### config.mk
export PLATFORM = sky130hd
export DESIGN_NAME = adder_operand_feeder_flat
export DESIGN_NICKNAME = d
export VERILOG_FILES = /design/src/rtl/adder_operand_feeder_pkg.sv /design/src/rtl/adder_operand_feeder_if.sv /design/src/rtl/adder_operand_feeder.sv /design/src/flat_wrapper.sv
export SDC_FILE = /design/constraint.sdc
export NUM_CORES = 1
export LEC_CHECK = 0
export CAP_MARGIN = 5
export CORE_AREA = 2 2 89 91
export CTS_CLUSTER_SIZE = 40
export DETAILED_ROUTE_END_ITERATION = 12
export DIE_AREA = 0 0 91 93
export HOLD_SLACK_MARGIN = 0.12
export PLACE_DENSITY = 0.74
export SLEW_MARGIN = 20
export SYNTH_ARGS = -nofsm -noshare
export SYNTH_HDL_FRONTEND = slang
export SYNTH_SLANG_ARGS = --single-unit
### constraint.sdc
create_clock -name sysclk -period 2 [get_ports sysclk]
set_input_delay 0.2 -clock sysclk [delete_from_list [all_inputs] [get_ports sysclk]]
set_output_delay 0.2 -clock sysclk [all_outputs]
set_load 0.03 [all_outputs]
### src/rtl/adder_operand_feeder_pkg.sv
// adder_operand_feeder_pkg: shared sizes, Mm layout and FSM encodings for the adder operand feeder
package adder_operand_feeder_pkg;
    localparam int N_OPS     = 8;
    localparam int NIB_W     = 4;
    localparam int LANE_W    = 8;
    localparam int ADDER_LAT = 2;
    localparam int SUM_W     = 8;
    localparam int BUS_W     = N_OPS * LANE_W;
    localparam int IDX_W     = $clog2(N_OPS);
    localparam int CNT_W     = $clog2(ADDER_LAT + 1);

    localparam logic [1:0] ST_LOAD = 2'd0;
    localparam logic [1:0] ST_WAIT = 2'd1;
    localparam logic [1:0] ST_HOLD = 2'd2;

    typedef struct packed {
        logic [2:0] big_m;
        logic [2:0] small_m;
    } mm_t;

    function automatic logic [LANE_W-1:0] lane_of(input logic [NIB_W-1:0] nib);
        return {{(LANE_W - NIB_W){1'b0}}, nib};
    endfunction
endpackage

### src/rtl/adder_operand_feeder_if.sv
// adder_operand_feeder_if: operand stream, adder lane bus and result stream of the feeder
interface adder_operand_feeder_if;
    import adder_operand_feeder_pkg::*;
    logic              in_valid;
    logic              in_ready;
    logic [NIB_W-1:0]  in_nib;
    mm_t               in_Mm;
    logic              flush;
    logic [BUS_W-1:0]  add_data;
    mm_t               add_Mm;
    logic              add_start;
    logic [SUM_W-1:0]  add_result;
    logic              out_valid;
    logic              out_ready;
    logic [SUM_W-1:0]  out_result;
    mm_t               out_Mm;
    logic              busy;

    modport master (
        input  in_valid, in_nib, in_Mm, flush, add_result, out_ready,
        output in_ready, add_data, add_Mm, add_start, out_valid, out_result, out_Mm, busy
    );

    modport slave (
        output in_valid, in_nib, in_Mm, flush, add_result, out_ready,
        input  in_ready, add_data, add_Mm, add_start, out_valid, out_result, out_Mm, busy
    );
endinterface

### src/rtl/adder_operand_feeder.sv
// adder_operand_feeder: packs serial nibbles onto the adder lane bus, waits the adder latency, returns the tagged sum
module adder_operand_feeder
    import adder_operand_feeder_pkg::*;
(
    input logic                    sysclk,
    input logic                    rst_n,
    adder_operand_feeder_if.master bus
);
    logic [1:0]       r_state;
    logic [IDX_W-1:0] r_idx;
    logic [CNT_W-1:0] r_lat_cnt;
    logic [BUS_W-1:0] r_add_data;
    mm_t              r_add_Mm;
    logic             r_add_start;
    logic             r_out_valid;
    logic [SUM_W-1:0] r_out_result;
    mm_t              r_out_Mm;

    logic w_in_fire;
    logic w_last;
    logic w_capture;
    logic w_out_fire;

    assign w_in_fire  = (r_state == ST_LOAD) && !bus.flush && bus.in_valid;
    assign w_last     = w_in_fire && (r_idx == IDX_W'(N_OPS - 1));
    assign w_capture  = (r_state == ST_WAIT) && (r_lat_cnt == CNT_W'(1));
    assign w_out_fire = (r_state == ST_HOLD) && r_out_valid && bus.out_ready && !bus.flush;

    assign bus.in_ready   = (r_state == ST_LOAD) && !bus.flush;
    assign bus.busy       = (r_state == ST_WAIT) || (r_state == ST_HOLD);
    assign bus.add_data   = r_add_data;
    assign bus.add_Mm     = r_add_Mm;
    assign bus.add_start  = r_add_start;
    assign bus.out_valid  = r_out_valid;
    assign bus.out_result = r_out_result;
    assign bus.out_Mm     = r_out_Mm;

    // Sequencing: LOAD collects operands, WAIT counts the adder latency, HOLD offers the sum
    always_ff @(posedge sysclk or negedge rst_n) begin
        if (!rst_n) begin
            r_state     <= ST_LOAD;
            r_lat_cnt   <= '0;
            r_add_start <= 1'b0;
        end else if (bus.flush) begin
            r_state     <= ST_LOAD;
            r_lat_cnt   <= '0;
            r_add_start <= 1'b0;
        end else begin
            r_add_start <= w_last;
            if (w_last) begin
                r_state   <= ST_WAIT;
                r_lat_cnt <= CNT_W'(ADDER_LAT);
            end else if (r_state == ST_WAIT) begin
                r_lat_cnt <= r_lat_cnt - CNT_W'(1);
                if (w_capture) r_state <= ST_HOLD;
            end else if (w_out_fire) begin
                r_state <= ST_LOAD;
            end
        end
    end

    // Operand capture: lane idx takes the zero-extended nibble, operand 0 also carries Mm
    always_ff @(posedge sysclk or negedge rst_n) begin
        if (!rst_n) begin
            r_idx      <= '0;
            r_add_data <= '0;
            r_add_Mm   <= '0;
        end else if (bus.flush) begin
            r_idx      <= '0;
            r_add_data <= '0;
        end else if (w_in_fire) begin
            r_add_data[int'(r_idx)*LANE_W +: LANE_W] <= lane_of(bus.in_nib);
            if (r_idx == '0) r_add_Mm <= bus.in_Mm;
            r_idx <= w_last ? '0 : r_idx + IDX_W'(1);
        end else if (w_out_fire) begin
            r_add_data <= '0;
        end
    end

    // Result register: capture on the last latency edge, release on the output handshake
    always_ff @(posedge sysclk or negedge rst_n) begin
        if (!rst_n) begin
            r_out_valid  <= 1'b0;
            r_out_result <= '0;
            r_out_Mm     <= '0;
        end else if (bus.flush) begin
            r_out_valid <= 1'b0;
        end else if (w_capture) begin
            r_out_valid  <= 1'b1;
            r_out_result <= bus.add_result;
            r_out_Mm     <= r_add_Mm;
        end else if (w_out_fire) begin
            r_out_valid <= 1'b0;
        end
    end
endmodule

### src/flat_wrapper.sv
// flat-port wrapper written by rule: the top's interface ports become plain ports
module adder_operand_feeder_flat import adder_operand_feeder_pkg::*;
  (sysclk, rst_n, bus_in_valid, bus_in_nib, bus_in_Mm, bus_flush, bus_add_result, bus_out_ready, bus_in_ready, bus_add_data, bus_add_Mm, bus_add_start, bus_out_valid, bus_out_result, bus_out_Mm, bus_busy);
  adder_operand_feeder_if bus_i ();
  input logic sysclk;
  input logic rst_n;
  input wire logic [$bits(bus_i.in_valid)-1:0] bus_in_valid;
  input wire logic [$bits(bus_i.in_nib)-1:0] bus_in_nib;
  input wire logic [$bits(bus_i.in_Mm)-1:0] bus_in_Mm;
  input wire logic [$bits(bus_i.flush)-1:0] bus_flush;
  input wire logic [$bits(bus_i.add_result)-1:0] bus_add_result;
  input wire logic [$bits(bus_i.out_ready)-1:0] bus_out_ready;
  output wire logic [$bits(bus_i.in_ready)-1:0] bus_in_ready;
  output wire logic [$bits(bus_i.add_data)-1:0] bus_add_data;
  output wire logic [$bits(bus_i.add_Mm)-1:0] bus_add_Mm;
  output wire logic [$bits(bus_i.add_start)-1:0] bus_add_start;
  output wire logic [$bits(bus_i.out_valid)-1:0] bus_out_valid;
  output wire logic [$bits(bus_i.out_result)-1:0] bus_out_result;
  output wire logic [$bits(bus_i.out_Mm)-1:0] bus_out_Mm;
  output wire logic [$bits(bus_i.busy)-1:0] bus_busy;
  assign bus_i.in_valid = bus_in_valid;
  assign bus_i.in_nib = bus_in_nib;
  assign bus_i.in_Mm = bus_in_Mm;
  assign bus_i.flush = bus_flush;
  assign bus_i.add_result = bus_add_result;
  assign bus_i.out_ready = bus_out_ready;
  assign bus_in_ready = bus_i.in_ready;
  assign bus_add_data = bus_i.add_data;
  assign bus_add_Mm = bus_i.add_Mm;
  assign bus_add_start = bus_i.add_start;
  assign bus_out_valid = bus_i.out_valid;
  assign bus_out_result = bus_i.out_result;
  assign bus_out_Mm = bus_i.out_Mm;
  assign bus_busy = bus_i.busy;
  adder_operand_feeder u_core (.sysclk(sysclk), .rst_n(rst_n), .bus(bus_i));
endmodule
==> qor.yml <==
outcome:
  status: "complete, no violations"
grt:
  use_met3: 0.0298
  grt.total_usage: 0.154
  grt_pass1_wl_um: 10200
  busiest_layer: "met2"
  overflow: 0
  use_met1: 0.200
  grt_max_degree: 38
  grt_pass1_vias: 2073
  grt_use_met2: 0.246
  antenna_found_initial: 0
flow_run:
  maxCapViolations: 0
placed_design:
  place_congestion: 0.798
  portBuffers: 78
  dp_hpwl_um: 4540
  dpl-instance-area_um2: 3730
timing:
  grt_setup_unrepaired: "yes"
  max_freq_mhz: 517
  min_period_ns: 1.94
  report.final.setup_viol: 0
  fin_crit_sh: 0.968
  skew_ns: 0.00610
  tightest_slew_ns: 0.604
  hold_viol: 0
  finalMaxSlewViolations: 0
  timing.hold.ws_ns: 0.411
  relSlewSlack: 0.597
yosys:
  yosys_warnings: 0
  ys_top_cells_by_count: "dfrtp_1, buf_4, a22o_1"
  synth_cells: 227
  yosys_register_bits: 61
  synth_top_area_frac: 0.541
  synth_edf_count: 0
  postSynthAreaPerCell_um2: 12.4
  synth.most_common_cell: "dfrtp_1"
  synth_area_um2: 2820
  ys_types: 34
  synth_fa_ha_area_frac: 0.0399
  synth_flop_cell: "dfrtp_1"
  synth_top_family_by_area: "compound AO/OA/AOI/OAI gates"
  synth_top_cell_by_area: "dfrtp_1"
  yosys.area_share.simple: 0.0745
  muxShareOfSynthArea: 0.0834
  synth-seq-area-share: 0.541
  ys_top_cells_by_area: "dfrtp_1, buf_4, a22o_1, mux2_2, ha_1"
  async_flop_share: 1.00
  synth_xor_area_frac: 0.00621
  synth_compound_area_frac: 0.134
worst_hold_path:
  holdCritPathClass: "input pin to async pin"
detailed_routing:
  antenna_left: 0
  wl_um: 6320
  vias: 2070
  dr.pass1.iters: 4
  wl_per_cell_um: 14.5
  drc: 0
  drtIter0Drc: 60
  via_per_inst: 4.76
cells_and_area:
  multi_input_area_um2: 1100
  diodes: 0
  final_nets: 360
  filler_cell_count: 683
  seqCellArea_um2: 1530
  final_cell_area_um2: 3900
  drive_above_1_share: 0.198
  area_growth_pct: 38.3
clock_network:
  cts_tree: "yes"
  numCtsBuffers: 9
  clockBufferDepth: 2
  clock_latency_ns: 0.34
  htreeDepth: 3
  path_clk_slew_ns: 0.07
  cts-root-buf: "clkbuf_8"
  cts_sinks: 61
critical_path:
  crit_fanout: 4
  critPathKind: "flip-flop to flip-flop"
  end_kind: "flip-flop"
  cp-start-kind: "flip-flop"
  r2r_slack_ns: 0.06
  worstPathArrival_ns: 2.16
  required_ns: 2.22
power:
  powerDensity_nw_per_um2: 735
  p_leak_nw: 1.82
  ir_drop_v: 0.000339
  p_total_mw: 2.87
die:
  fp.dieW_um: 91
  initial_core_util: 0.375
  core.rowCount: 32
  core_um2: 7530
  die_area_um2: 8460
  die_h_um: 93
  ios: 111
critical path, cell delays in order, from the launching register on:
cell and delay, ns:
dfrtp_2 0.41, inv_2 0.09, ha_4 0.16, ha_4 0.20, or4b_4 0.49, nor3_4 0.15, o21ai_2 0.10, a32o_1 0.22
per-layer routing:
| layer | vias up | wire [um] |
|---|---|---|
| li1 | 951 | - |
| met1 | 1040 | 2760 |
| met2 | 70 | 3130 |
| met3 | 9 | 317 |
| met4 | 0 | 116 |
| met5 | - | 0 |
final timing paths:
path | startpoint | end | depth (start not counted)
setup / recovery | u_core.r_idx[0]$_DFFE_PN0P_ | u_core.bus.add_data[0]$_DFFE_PN0P_ | 7
hold / removal | rst_n | u_core.bus.out_result[4]$_DFFE_PN0P_ | 2
setup reg to reg | u_core.r_idx[0]$_DFFE_PN0P_ | u_core.bus.add_data[0]$_DFFE_PN0P_ | 7
hold reg to reg | u_core.bus.out_result[6]$_DFFE_PN0P_ | u_core.bus.out_result[6]$_DFFE_PN0P_ | 1
max in group asynchronous | rst_n | u_core.r_idx[0]$_DFFE_PN0P_ | 3
min in group sysclk | bus_add_result[1] | u_core.bus.out_result[1]$_DFFE_PN0P_ | 2
logic make-up after synthesis:
kind of cell	Yosys count
xor+xnor	2
flops	61
buf+inv	49
other cells	1
fa+ha+maj	9
compound gates	47
simple gates	37
mux	21
registers in the layout (all words and copies together) (netlist names):
signal                 cells
u_core.bus.add_Mm          6
u_core.bus.add_data       32
u_core.bus.add_start       1
u_core.bus.out_Mm          6
u_core.bus.out_result      8
u_core.bus.out_valid       1
u_core.r_idx               3
u_core.r_lat_cnt           2
u_core.r_state             2
where the power goes:
group / switching [mW] / internal, mW
Clock: 0.478 / 0.441
Sequential: 0.0372 / 1.29
Combinational: 0.367 / 0.256
through the flow:
step / utilization / setup slack (ns) / setup TNS (ns) / cells
after floorplan: - / -0.0353 / -0.141 / 258
after global placement: 0.496 / 0.0529 / 0 / 418
after detailed placement: 0.496 / 0.0108 / 0 / 418
after CTS: 0.518 / 0.0684 / 0 / 435
after global routing: 0.518 / -0.00539 / -0.0120 / 435
final: 0.518 / 0.0644 / 0 / 435
timing repair:
item	CTS	global route
hold buffers	1	0
endpoints found under the setup margin	2	15
hold endpoints to repair	24	0
resized for setup	1	3
setup buffers	0	0
pin swaps	1	0
cell type report:
| cell class | instances | share of cell area |
|---|---|---|
| clock inverters | 5 | 0.00706 |
| multi-input cells | 148 | 0.283 |
| well taps | 102 | 0.0327 |
| repair buffers | 99 | 0.243 |
| flip-flops and latches | 61 | 0.392 |
| inverters | 9 | 0.00866 |
| clock buffers | 11 | 0.0337 |
cell usage in the layout (no fill, tap or decap), drive strengths merged, types with 4 or more instances in the layout:
cell	n
nor3	7
o21ai	9
a32o	4
clkdlybuf4s50	76
nand2	8
a22o	28
nand3	4
clkbuf	11
nor2	4
conb	32
inv	9
clkinv	4
mux2	20
buf	21
dfrtp	61
ha	9
Power figures use the tool's default switching activity.
